$ cat src/rtl/pe_l1_axi_arbiter_if.sv
`default_nettype none
// ============================================================================
// Module      : pe_l1_axi_arbiter_if
// Description : Bundle of the cache-facing (s_*) and fabric-facing (m_*)
//               AXI channels around the PE L1 AXI arbiter.
//               slave  : the arbiter's view of the bundle.
//               master : the environment's view (caches plus fabric).
// Revision    : 1.0 - initial release
// ============================================================================
interface pe_l1_axi_arbiter_if #(
  parameter int NUM_REQ = 2,
  parameter int ADR_W   = 32
);
  // Cache side, one slice per requester
  logic [NUM_REQ*ADR_W-1:0] s_araddr;
  logic [NUM_REQ*8-1:0]     s_arlen;
  logic [NUM_REQ-1:0]       s_arvalid;
  logic [NUM_REQ-1:0]       s_arready;
  logic [31:0]              s_rdata;
  logic [NUM_REQ-1:0]       s_rvalid;
  logic                     s_rlast;
  logic [1:0]               s_rresp;
  logic [NUM_REQ-1:0]       s_rready;
  logic [NUM_REQ*ADR_W-1:0] s_awaddr;
  logic [NUM_REQ*8-1:0]     s_awlen;
  logic [NUM_REQ-1:0]       s_awvalid;
  logic [NUM_REQ-1:0]       s_awready;
  logic [NUM_REQ*32-1:0]    s_wdata;
  logic [NUM_REQ*4-1:0]     s_wstrb;
  logic [NUM_REQ-1:0]       s_wlast;
  logic [NUM_REQ-1:0]       s_wvalid;
  logic [NUM_REQ-1:0]       s_wready;
  logic [1:0]               s_bresp;
  logic [NUM_REQ-1:0]       s_bvalid;
  logic [NUM_REQ-1:0]       s_bready;

  // Fabric side, single shared master port
  logic [ADR_W-1:0]         m_araddr;
  logic [7:0]               m_arlen;
  logic                     m_arvalid;
  logic                     m_arready;
  logic [31:0]              m_rdata;
  logic                     m_rvalid;
  logic                     m_rlast;
  logic [1:0]               m_rresp;
  logic                     m_rready;
  logic [ADR_W-1:0]         m_awaddr;
  logic [7:0]               m_awlen;
  logic                     m_awvalid;
  logic                     m_awready;
  logic [31:0]              m_wdata;
  logic [3:0]               m_wstrb;
  logic                     m_wlast;
  logic                     m_wvalid;
  logic                     m_wready;
  logic [1:0]               m_bresp;
  logic                     m_bvalid;
  logic                     m_bready;

  modport slave (
    input  s_araddr, s_arlen, s_arvalid, s_rready,
    input  s_awaddr, s_awlen, s_awvalid, s_wdata, s_wstrb, s_wlast, s_wvalid, s_bready,
    output s_arready, s_rdata, s_rvalid, s_rlast, s_rresp,
    output s_awready, s_wready, s_bresp, s_bvalid,
    output m_araddr, m_arlen, m_arvalid, m_rready,
    output m_awaddr, m_awlen, m_awvalid, m_wdata, m_wstrb, m_wlast, m_wvalid, m_bready,
    input  m_arready, m_rdata, m_rvalid, m_rlast, m_rresp,
    input  m_awready, m_wready, m_bresp, m_bvalid
  );

  modport master (
    output s_araddr, s_arlen, s_arvalid, s_rready,
    output s_awaddr, s_awlen, s_awvalid, s_wdata, s_wstrb, s_wlast, s_wvalid, s_bready,
    input  s_arready, s_rdata, s_rvalid, s_rlast, s_rresp,
    input  s_awready, s_wready, s_bresp, s_bvalid,
    input  m_araddr, m_arlen, m_arvalid, m_rready,
    input  m_awaddr, m_awlen, m_awvalid, m_wdata, m_wstrb, m_wlast, m_wvalid, m_bready,
    output m_arready, m_rdata, m_rvalid, m_rlast, m_rresp,
    output m_awready, m_wready, m_bresp, m_bvalid
  );
endinterface
`default_nettype wire

$ cat src/rtl/pe_l1_axi_arbiter.sv
`default_nettype none
// ============================================================================
// Module      : pe_l1_axi_arbiter
// Description : Round-robin arbiter sharing one AXI master port among
//               NUM_REQ PE L1 caches. One whole transaction (read refill or
//               write-back) owns the port at a time; the granted cache's
//               channels are muxed combinationally onto the master port.
// Revision    : 1.0 - initial release
// ============================================================================
module pe_l1_axi_arbiter #(
  parameter int NUM_REQ = 2,
  parameter int ADR_W   = 32,
  parameter int ID_W    = (NUM_REQ > 1) ? $clog2(NUM_REQ) : 1
) (
  input  logic                clk,
  input  logic                rst_n,
  pe_l1_axi_arbiter_if.slave  bus,
  output logic [ID_W-1:0]     grant_id,
  output logic                busy
);

  typedef enum logic [2:0] {
    IDLE    = 3'd0,
    RD_ADDR = 3'd1,
    RD_DATA = 3'd2,
    WR_ADDR = 3'd3,
    WR_DATA = 3'd4,
    WR_RESP = 3'd5
  } state_t;

  // Search pointer after reset sits on the last requester so requester 0 wins first
  localparam logic [ID_W-1:0] C_LAST_RST = ID_W'(NUM_REQ - 1);

  state_t            r_state;
  state_t            w_state_nxt;
  logic [ID_W-1:0]   r_grant_id;
  logic [ID_W-1:0]   w_grant_id_nxt;
  logic [ID_W-1:0]   r_last_grant;
  logic [ID_W-1:0]   w_last_grant_nxt;
  logic              r_is_write;
  logic              w_is_write_nxt;

  logic [NUM_REQ-1:0] w_req;
  logic               w_rr_found;
  logic [ID_W-1:0]    w_rr_winner;
  logic               w_rr_is_write;

  logic [NUM_REQ-1:0] w_gnt_onehot;
  logic [ADR_W-1:0]   w_sel_araddr;
  logic [7:0]         w_sel_arlen;
  logic               w_sel_arvalid;
  logic               w_sel_rready;
  logic [ADR_W-1:0]   w_sel_awaddr;
  logic [7:0]         w_sel_awlen;
  logic               w_sel_awvalid;
  logic [31:0]        w_sel_wdata;
  logic [3:0]         w_sel_wstrb;
  logic               w_sel_wlast;
  logic               w_sel_wvalid;
  logic               w_sel_bready;

  logic w_rd_addr_ph;
  logic w_rd_data_ph;
  logic w_wr_addr_ph;
  logic w_wr_data_ph;
  logic w_wr_resp_ph;

  logic w_ar_hs;
  logic w_r_last_hs;
  logic w_aw_hs;
  logic w_w_last_hs;
  logic w_b_hs;

  // A requester wants the port if it has either a refill or a write-back pending
  assign w_req = bus.s_arvalid | bus.s_awvalid;

  // Round-robin pick: first requesting index after the previous winner
  always_comb begin : rr_pick
    int idx;
    idx           = 0;
    w_rr_found    = 1'b0;
    w_rr_winner   = '0;
    w_rr_is_write = 1'b0;
    for (int k = 1; k <= NUM_REQ; k++) begin
      idx = (int'(r_last_grant) + k) % NUM_REQ;
      if (!w_rr_found && w_req[idx[ID_W-1:0]]) begin
        w_rr_found    = 1'b1;
        w_rr_winner   = idx[ID_W-1:0];
        // A pending write-back always goes ahead of the same cache's refill
        w_rr_is_write = bus.s_awvalid[idx[ID_W-1:0]];
      end
    end
  end

  // Select the granted requester's slices for the master-side mux
  always_comb begin : gnt_sel
    w_gnt_onehot  = '0;
    w_sel_araddr  = '0;
    w_sel_arlen   = '0;
    w_sel_arvalid = 1'b0;
    w_sel_rready  = 1'b0;
    w_sel_awaddr  = '0;
    w_sel_awlen   = '0;
    w_sel_awvalid = 1'b0;
    w_sel_wdata   = '0;
    w_sel_wstrb   = '0;
    w_sel_wlast   = 1'b0;
    w_sel_wvalid  = 1'b0;
    w_sel_bready  = 1'b0;
    for (int i = 0; i < NUM_REQ; i++) begin
      if (r_grant_id == ID_W'(i)) begin
        w_gnt_onehot[i] = 1'b1;
        w_sel_araddr    = bus.s_araddr[i*ADR_W +: ADR_W];
        w_sel_arlen     = bus.s_arlen[i*8 +: 8];
        w_sel_arvalid   = bus.s_arvalid[i];
        w_sel_rready    = bus.s_rready[i];
        w_sel_awaddr    = bus.s_awaddr[i*ADR_W +: ADR_W];
        w_sel_awlen     = bus.s_awlen[i*8 +: 8];
        w_sel_awvalid   = bus.s_awvalid[i];
        w_sel_wdata     = bus.s_wdata[i*32 +: 32];
        w_sel_wstrb     = bus.s_wstrb[i*4 +: 4];
        w_sel_wlast     = bus.s_wlast[i];
        w_sel_wvalid    = bus.s_wvalid[i];
        w_sel_bready    = bus.s_bready[i];
      end
    end
  end

  // Phase decode; the transaction kind qualifies which channel set is live
  assign w_rd_addr_ph = (r_state == RD_ADDR) && !r_is_write;
  assign w_rd_data_ph = (r_state == RD_DATA) && !r_is_write;
  assign w_wr_addr_ph = (r_state == WR_ADDR) &&  r_is_write;
  assign w_wr_data_ph = (r_state == WR_DATA) &&  r_is_write;
  assign w_wr_resp_ph = (r_state == WR_RESP) &&  r_is_write;

  // Read address channel
  assign bus.m_araddr  = w_sel_araddr;
  assign bus.m_arlen   = w_sel_arlen;
  assign bus.m_arvalid = w_rd_addr_ph & w_sel_arvalid;
  assign bus.s_arready = w_gnt_onehot & {NUM_REQ{w_rd_addr_ph & bus.m_arready}};

  // Read data channel: payload broadcast, valid steered to the owner only
  assign bus.s_rdata  = bus.m_rdata;
  assign bus.s_rlast  = bus.m_rlast;
  assign bus.s_rresp  = bus.m_rresp;
  assign bus.s_rvalid = w_gnt_onehot & {NUM_REQ{w_rd_data_ph & bus.m_rvalid}};
  assign bus.m_rready = w_rd_data_ph & w_sel_rready;

  // Write address channel
  assign bus.m_awaddr  = w_sel_awaddr;
  assign bus.m_awlen   = w_sel_awlen;
  assign bus.m_awvalid = w_wr_addr_ph & w_sel_awvalid;
  assign bus.s_awready = w_gnt_onehot & {NUM_REQ{w_wr_addr_ph & bus.m_awready}};

  // Write data channel
  assign bus.m_wdata  = w_sel_wdata;
  assign bus.m_wstrb  = w_sel_wstrb;
  assign bus.m_wlast  = w_sel_wlast;
  assign bus.m_wvalid = w_wr_data_ph & w_sel_wvalid;
  assign bus.s_wready = w_gnt_onehot & {NUM_REQ{w_wr_data_ph & bus.m_wready}};

  // Write response channel
  assign bus.s_bresp  = bus.m_bresp;
  assign bus.s_bvalid = w_gnt_onehot & {NUM_REQ{w_wr_resp_ph & bus.m_bvalid}};
  assign bus.m_bready = w_wr_resp_ph & w_sel_bready;

  // Handshakes observed on the master port
  assign w_ar_hs     = bus.m_arvalid & bus.m_arready;
  assign w_r_last_hs = bus.m_rvalid & bus.m_rready & bus.m_rlast;
  assign w_aw_hs     = bus.m_awvalid & bus.m_awready;
  assign w_w_last_hs = bus.m_wvalid & bus.m_wready & bus.m_wlast;
  assign w_b_hs      = bus.m_bvalid & bus.m_bready;

  // Next-state logic: grant in IDLE, then walk the granted transaction's phases
  always_comb begin : fsm_next
    w_state_nxt      = r_state;
    w_grant_id_nxt   = r_grant_id;
    w_last_grant_nxt = r_last_grant;
    w_is_write_nxt   = r_is_write;
    case (r_state)
      IDLE: begin
        if (w_rr_found) begin
          w_grant_id_nxt   = w_rr_winner;
          w_last_grant_nxt = w_rr_winner;
          w_is_write_nxt   = w_rr_is_write;
          w_state_nxt      = w_rr_is_write ? WR_ADDR : RD_ADDR;
        end
      end
      RD_ADDR: if (w_ar_hs)     w_state_nxt = RD_DATA;
      RD_DATA: if (w_r_last_hs) w_state_nxt = IDLE;
      WR_ADDR: if (w_aw_hs)     w_state_nxt = WR_DATA;
      WR_DATA: if (w_w_last_hs) w_state_nxt = WR_RESP;
      WR_RESP: if (w_b_hs)      w_state_nxt = IDLE;
      default: w_state_nxt = IDLE;
    endcase
  end

  // State and grant registers; reset abandons any in-flight burst
  always_ff @(posedge clk or negedge rst_n) begin
    if (!rst_n) begin
      r_state      <= IDLE;
      r_grant_id   <= '0;
      r_last_grant <= C_LAST_RST;
      r_is_write   <= 1'b0;
    end else begin
      r_state      <= w_state_nxt;
      r_grant_id   <= w_grant_id_nxt;
      r_last_grant <= w_last_grant_nxt;
      r_is_write   <= w_is_write_nxt;
    end
  end

  assign grant_id = r_grant_id;
  assign busy     = (r_state != IDLE);

endmodule
`default_nettype wire

$ cat src/flat_wrapper.sv
// flat-port wrapper written by rule: the top's interface ports become plain ports
module pe_l1_axi_arbiter_flat 
#(
  parameter int NUM_REQ = 2,
  parameter int ADR_W   = 32,
  parameter int ID_W    = (NUM_REQ > 1) ? $clog2(NUM_REQ) : 1
)
  (clk, rst_n, grant_id, busy, bus_s_araddr, bus_s_arlen, bus_s_arvalid, bus_s_rready, bus_s_awaddr, bus_s_awlen, bus_s_awvalid, bus_s_wdata, bus_s_wstrb, bus_s_wlast, bus_s_wvalid, bus_s_bready, bus_s_arready, bus_s_rdata, bus_s_rvalid, bus_s_rlast, bus_s_rresp, bus_s_awready, bus_s_wready, bus_s_bresp, bus_s_bvalid, bus_m_araddr, bus_m_arlen, bus_m_arvalid, bus_m_rready, bus_m_awaddr, bus_m_awlen, bus_m_awvalid, bus_m_wdata, bus_m_wstrb, bus_m_wlast, bus_m_wvalid, bus_m_bready, bus_m_arready, bus_m_rdata, bus_m_rvalid, bus_m_rlast, bus_m_rresp, bus_m_awready, bus_m_wready, bus_m_bresp, bus_m_bvalid);
  pe_l1_axi_arbiter_if #(.NUM_REQ(NUM_REQ), .ADR_W(ADR_W)) bus_i ();
  input  logic clk;
  input  logic rst_n;
  output logic [ID_W-1:0] grant_id;
  output logic busy;
  input wire logic [$bits(bus_i.s_araddr)-1:0] bus_s_araddr;
  input wire logic [$bits(bus_i.s_arlen)-1:0] bus_s_arlen;
  input wire logic [$bits(bus_i.s_arvalid)-1:0] bus_s_arvalid;
  input wire logic [$bits(bus_i.s_rready)-1:0] bus_s_rready;
  input wire logic [$bits(bus_i.s_awaddr)-1:0] bus_s_awaddr;
  input wire logic [$bits(bus_i.s_awlen)-1:0] bus_s_awlen;
  input wire logic [$bits(bus_i.s_awvalid)-1:0] bus_s_awvalid;
  input wire logic [$bits(bus_i.s_wdata)-1:0] bus_s_wdata;
  input wire logic [$bits(bus_i.s_wstrb)-1:0] bus_s_wstrb;
  input wire logic [$bits(bus_i.s_wlast)-1:0] bus_s_wlast;
  input wire logic [$bits(bus_i.s_wvalid)-1:0] bus_s_wvalid;
  input wire logic [$bits(bus_i.s_bready)-1:0] bus_s_bready;
  output wire logic [$bits(bus_i.s_arready)-1:0] bus_s_arready;
  output wire logic [$bits(bus_i.s_rdata)-1:0] bus_s_rdata;
  output wire logic [$bits(bus_i.s_rvalid)-1:0] bus_s_rvalid;
  output wire logic [$bits(bus_i.s_rlast)-1:0] bus_s_rlast;
  output wire logic [$bits(bus_i.s_rresp)-1:0] bus_s_rresp;
  output wire logic [$bits(bus_i.s_awready)-1:0] bus_s_awready;
  output wire logic [$bits(bus_i.s_wready)-1:0] bus_s_wready;
  output wire logic [$bits(bus_i.s_bresp)-1:0] bus_s_bresp;
  output wire logic [$bits(bus_i.s_bvalid)-1:0] bus_s_bvalid;
  output wire logic [$bits(bus_i.m_araddr)-1:0] bus_m_araddr;
  output wire logic [$bits(bus_i.m_arlen)-1:0] bus_m_arlen;
  output wire logic [$bits(bus_i.m_arvalid)-1:0] bus_m_arvalid;
  output wire logic [$bits(bus_i.m_rready)-1:0] bus_m_rready;
  output wire logic [$bits(bus_i.m_awaddr)-1:0] bus_m_awaddr;
  output wire logic [$bits(bus_i.m_awlen)-1:0] bus_m_awlen;
  output wire logic [$bits(bus_i.m_awvalid)-1:0] bus_m_awvalid;
  output wire logic [$bits(bus_i.m_wdata)-1:0] bus_m_wdata;
  output wire logic [$bits(bus_i.m_wstrb)-1:0] bus_m_wstrb;
  output wire logic [$bits(bus_i.m_wlast)-1:0] bus_m_wlast;
  output wire logic [$bits(bus_i.m_wvalid)-1:0] bus_m_wvalid;
  output wire logic [$bits(bus_i.m_bready)-1:0] bus_m_bready;
  input wire logic [$bits(bus_i.m_arready)-1:0] bus_m_arready;
  input wire logic [$bits(bus_i.m_rdata)-1:0] bus_m_rdata;
  input wire logic [$bits(bus_i.m_rvalid)-1:0] bus_m_rvalid;
  input wire logic [$bits(bus_i.m_rlast)-1:0] bus_m_rlast;
  input wire logic [$bits(bus_i.m_rresp)-1:0] bus_m_rresp;
  input wire logic [$bits(bus_i.m_awready)-1:0] bus_m_awready;
  input wire logic [$bits(bus_i.m_wready)-1:0] bus_m_wready;
  input wire logic [$bits(bus_i.m_bresp)-1:0] bus_m_bresp;
  input wire logic [$bits(bus_i.m_bvalid)-1:0] bus_m_bvalid;
  assign bus_i.s_araddr = bus_s_araddr;
  assign bus_i.s_arlen = bus_s_arlen;
  assign bus_i.s_arvalid = bus_s_arvalid;
  assign bus_i.s_rready = bus_s_rready;
  assign bus_i.s_awaddr = bus_s_awaddr;
  assign bus_i.s_awlen = bus_s_awlen;
  assign bus_i.s_awvalid = bus_s_awvalid;
  assign bus_i.s_wdata = bus_s_wdata;
  assign bus_i.s_wstrb = bus_s_wstrb;
  assign bus_i.s_wlast = bus_s_wlast;
  assign bus_i.s_wvalid = bus_s_wvalid;
  assign bus_i.s_bready = bus_s_bready;
  assign bus_s_arready = bus_i.s_arready;
  assign bus_s_rdata = bus_i.s_rdata;
  assign bus_s_rvalid = bus_i.s_rvalid;
  assign bus_s_rlast = bus_i.s_rlast;
  assign bus_s_rresp = bus_i.s_rresp;
  assign bus_s_awready = bus_i.s_awready;
  assign bus_s_wready = bus_i.s_wready;
  assign bus_s_bresp = bus_i.s_bresp;
  assign bus_s_bvalid = bus_i.s_bvalid;
  assign bus_m_araddr = bus_i.m_araddr;
  assign bus_m_arlen = bus_i.m_arlen;
  assign bus_m_arvalid = bus_i.m_arvalid;
  assign bus_m_rready = bus_i.m_rready;
  assign bus_m_awaddr = bus_i.m_awaddr;
  assign bus_m_awlen = bus_i.m_awlen;
  assign bus_m_awvalid = bus_i.m_awvalid;
  assign bus_m_wdata = bus_i.m_wdata;
  assign bus_m_wstrb = bus_i.m_wstrb;
  assign bus_m_wlast = bus_i.m_wlast;
  assign bus_m_wvalid = bus_i.m_wvalid;
  assign bus_m_bready = bus_i.m_bready;
  assign bus_i.m_arready = bus_m_arready;
  assign bus_i.m_rdata = bus_m_rdata;
  assign bus_i.m_rvalid = bus_m_rvalid;
  assign bus_i.m_rlast = bus_m_rlast;
  assign bus_i.m_rresp = bus_m_rresp;
  assign bus_i.m_awready = bus_m_awready;
  assign bus_i.m_wready = bus_m_wready;
  assign bus_i.m_bresp = bus_m_bresp;
  assign bus_i.m_bvalid = bus_m_bvalid;
  pe_l1_axi_arbiter #(.NUM_REQ(NUM_REQ), .ADR_W(ADR_W), .ID_W(ID_W)) u_core (.clk(clk), .rst_n(rst_n), .bus(bus_i), .grant_id(grant_id), .busy(busy));
endmodule
$ cat config.mk
export PLATFORM = sky130hd
export DESIGN_NAME = pe_l1_axi_arbiter_flat
export DESIGN_NICKNAME = d
export VERILOG_FILES = /design/src/rtl/pe_l1_axi_arbiter_if.sv /design/src/rtl/pe_l1_axi_arbiter.sv /design/src/flat_wrapper.sv
export SDC_FILE = /design/constraint.sdc
export NUM_CORES = 1
export LEC_CHECK = 0
export ABC_AREA = 1
export CAP_MARGIN = 20
export CORE_AREA = 4 4 175 177
export CTS_BUF_LIST = sky130_fd_sc_hd__clkbuf_8
export CTS_CLUSTER_DIAMETER = 200
export DETAILED_ROUTE_END_ITERATION = 10
export DIE_AREA = 0 0 179 181
export HOLD_SLACK_MARGIN = 0.15
export PLACE_DENSITY = 0.4
export SKIP_LAST_GASP = 1
export SYNTH_ARGS = -nofsm -noshare
export SYNTH_HDL_FRONTEND = slang
export SYNTH_SLANG_ARGS = --single-unit
$ cat constraint.sdc
create_clock -name clk -period 1.59 [get_ports clk]
set_input_delay 0.318 -clock clk [delete_from_list [all_inputs] [get_ports clk]]
set_output_delay 0.318 -clock clk [all_outputs]
set_load 0.05 [all_outputs]
# After elaboration in Yosys (flattened, before gate mapping)
# Index checks and enable logic that the tools add are counted.
# totals
register_bits,6
output_inout_bits,171
# op_classes
muxes,36
addsub,2
eq_ne,11
reduce_logical,12
bitwise,23
magnitude_cmp,2
# ops
cell,count
32-bit two-way mux,3
1-bit two-way mux,22
3-bit two-way mux,6
3-bit one-hot mux with 6 select lines,1
1-bit AND,17
8-bit two-way mux,2
"2-bit by 1-bit != test with 1-bit output, second input constant",6
2-bit AND,5
"3-bit by 2-bit == test with 1-bit output, second input constant",2
"3-bit == test, second input constant",2
1-bit logical AND,6
6-bit AND reduction,1
"1-bit by 2-bit less-than comparator with 1-bit output, second input constant",2
4-bit two-way mux,1
"3-bit by 1-bit == test with 1-bit output, second input constant",1
3-bit logical NOT,1
3-bit nonzero test,1
"1-bit adder, second input constant",2
1-bit logical NOT,2
2-bit two-way mux,1
2-bit OR,1
2-bit AND reduction,1

# Logic depth before layout (Yosys ltp)
# depth
ltp_word,10
ltp_mapped,11
mapped_depth_nobuf,11

# Least setup slack after synthesis
# No wires, ideal clock.
# synth_path
kind,reg-to-output
startpoint,"reg u_core.r_grant_id, in the netlist u_core.grant_id"
endpoint,out bus_m_bready
setup_slack_ps,-910
arrival_ps,2182
t_required_ps,1272
path_stages_with_launch,5
cell_sequence,dfrtp_1 -> buf_4 -> nand2_1 -> nand2_1 -> nor3b_1
# synth_via
elab_chain_cells,2
# synth_rtl
element,line,text
start: declaration,pe_l1_axi_arbiter.sv:36,logic [ID_W-1:0] r_grant_id;
start signal: assignment,pe_l1_axi_arbiter.sv:207,r_grant_id <= w_grant_id_nxt;
1-bit two-way mux,pe_l1_axi_arbiter.sv:111,if (r_grant_id == ID_W'(i)) begin
1-bit AND,pe_l1_axi_arbiter.sv:165,assign bus.m_bready = w_wr_resp_ph & w_sel_bready;
end: declaration,flat_wrapper.sv:46,output wire logic [$bits(bus_i.m_bready)-1:0] bus_m_bready;
# No other way between the ends.

# Final worst setup path
# Ends and elaborated chain as after synthesis.

==> run_results.csv <==
group,metric,value,unit
outcome,status,"finished with violations",
outcome,violations,"setup timing",
logic_synthesis,synth.distinct_cells,23,
pwr,ir_drop,0.976,mV
layout,final_net_count,1219,
clock_network,worstSkewPairLatency,0.23,ns
critical_path,critPathLaunch,"u_core.grant_id",
placement,pre_cts_slack,-0.159,ns
route,remaining_drc_errors,0,
pwr,total_power,19.8,mW
floorplanning,core,29200,um2
layout,area_delta_synth_final,317,%
global_route,track_usage,11.4,%
route,via_per_inst,3.47,
critical_path,cp-start-kind,"flop",
global_route,antenna_found_initial,0,
placement,port_buffers,386,
layout,drive_above_1_share,48.9,%
sta,finalHoldViolCount,0,
logic_synthesis,syn_area,2370,um2
floorplanning,die_h,181,um
sta,slew_violations,0,
logic_synthesis,yosysTopAreaCellShare,61.4,%
clock_network,clk_pin_slew_worst_paths,0.04,ns
logic_synthesis,avgSynthCellArea,4.45,um2
clock_network,clockRootBuffer,"clkbuf_8",
sta,max_freq,550,MHz
route,wire_per_inst,15.1,um
layout,fin_area,9890,um2
floorplanning,dieArea,32400,um2
job,cap_violations,0,
sta,fin_hold_ws,0.346,ns
logic_synthesis,synth_edf_count,0,
route,drtIter0Drc,93,
route,finalWirelength,19900,um
floorplanning,fp.dieW,179,um
critical_path,crit_path_top_delay_cell,"dfrtp_4",
critical_path,crit_required,1.27,ns
clock_network,clkSinkCount,6,
pwr,p_leak,4.44,nW
route,vias,4577,
global_route,grt_pass1_vias,4733,
logic_synthesis,yosysSeqAreaShare,6.38,%
floorplanning,rows,63,
placement,dp_hpwl,17200,um
clock_network,cts_tree,"yes",
logic_synthesis,syn_inst,533,
sta,setup_viol,134,
critical_path,crit_chain,"inv_8 > buf_12 > nand2_4 > nand2_2 > nor3b_4 > buf_12",
floorplanning,boundaryPins,459,
placement,dp.cells,1292,
clock_network,numCtsBuffers,3,
critical_path,worstReg2RegStart,"u_core.grant_id",
sta,rsz0062_at_grt,"true",
placement,placed_cell_area,8940,um2
critical_path,path_class,"reg -> out",
global_route,grt_pass1_wl,28200,um
clock_network,max-clock-path-buffers,2,
logic_synthesis,yosys_warnings,0,
layout,diodes,0,
sta,fin_skew,0.00461,ns
critical_path,worst_path_largest_cell_delay,0.53,ns
sta,fin_crit_sh,114,%
route,final_antenna_net_count,0,
logic_synthesis,synth_flop_cell,"dfrtp_1",
critical_path,endpoint_kind,"primary output",
critical_path,path_max_fanout,6,
global_route,overflow,0,
logic_synthesis,syn-num-nets,821,
clock_network,htree_levels,1,
critical_path,crit_top_cell,"buf_12",
global_route,grt_max_degree,36,
worst_hold_path,worstHoldPathType,"in -> async",
logic_synthesis,synth.top_cells.by_area,"nand2_1 (61%), buf_4 (12%), dfrtp_1 (5.3%)",
floorplanning,initial_core_util,8.11,%
logic_synthesis,yosysTopAreaCell,"nand2_1",
logic_synthesis,synth-async-reset-ratio,100,%
critical_path,crit_arrival,1.50,ns
sta,fin_crit,1.82,ns
sta,max_slew_margin,79.1,%
logic_synthesis,synth-seq-cells,6,
layout,finalNonFillerCells,1320,
placement,place.gp.congestion,0.775,
clock_network,postCtsHoldBufs,0,
sta,timing.final.ws_setup,-0.227,ns
route,detail_route.first_pass.iterations,4,
pwr,pwr_density_cell,2010,nW/um2
sta,worst_pin_slew,0.312,ns
[per-stage QoR]
| step | setup TNS (ns) | utilization, % |
|---|---|---|
| after floorplan | -1.00 | - |
| after global placement | -0.970 | 30.6 |
| after detailed placement | -0.900 | 30.6 |
| after CTS | -25.06 | 32.8 |
| after global routing | -29.78 | 33.8 |
| final | -22.18 | 33.8 |
[sequential cells by signal, indices dropped and copies added (netlist names)]
register             cells
u_core.r_last_grant      1
u_core.grant_id          1
u_core.r_is_write        1
u_core.r_state           3
[synth_stat cells (2+ instances only)]
library cell and count:
dfrtp_1 5, clkbuf_1 8, inv_1 19, nor2_2 7
o21ai_1 3, buf_2 18, and2_1 2, nand2_2 2
nand2_1 388, nor2_1 18, buf_4 38, a21oi_1 2
nand3_1 7, o21ai_0 6, inv_2 2
[worst max-delay path: cells and delay by family, from the launching register on]
family                 cells  cell delay [ns]
buffers and inverters      3             0.41
AND/OR/NAND/NOR            3             0.31
flip-flops                 1             0.53
[where the power goes]
part | internal (mW) | total [mW] | switching, mW
clock network | 0.167 | 0.248 | 0.0804
registers | 0.254 | 0.396 | 0.142
logic | 8.89 | 19.2 | 10.3
[timing repair]
item,in CTS,in global routing
pin swaps,18,24
cloned,5,2
buffers inserted,13,7
gates resized for setup,116,74
endpoints found under the setup margin,134,137
[layout make-up]
cell class | instances | area (um2)
clock buffer | 3 | 41.3
timing repair buffer | 457 | 6050
inverter | 21 | 91.3
tap | 390 | 488
clock inverter | 1 | 3.75
fill | 3014 | 19400
sequential | 6 | 158
multi-input combinational | 442 | 3050
[cell families after synthesis]
group,count (synthesis),share of synthesized area [%]
flip-flops,6,6.38
AND/OR/NAND/NOR,429,70.3
AO/OA/AOI/OAI,13,2.90
buffers and inverters,85,20.4
[layout by cell type (no fill, tap or decap), drive strengths merged, types with 2 or more instances in the layout]
cell type      count
nor2              26
clkbuf             5
and2               2
o21ai              9
buf              204
dfrtp              5
nand3              8
clkdlybuf4s50    251
a21oi              2
inv               22
nand2            390
[routing by layer]
layer	track usage, %	share of wire [%]
met5	0	0
met4	1.44	1.1
met3	3.81	9.6
met2	21.7	54
met1	12.3	35
[final timing paths]
path | to | slack [ns] | cells after the start
hold reg to reg | u_core.r_last_grant | 0.54 | 2
setup / recovery | bus_m_bready | -0.23 | 6
setup reg to reg | u_core.r_state[0] | -0.07 | 12
hold / removal | u_core.r_state[0] | 0.35 | 1
max in group asynchronous | u_core.r_last_grant | 0.95 | 1
min in group clk | u_core.r_last_grant | 0.54 | 2
Power figures use the tool's default switching activity.
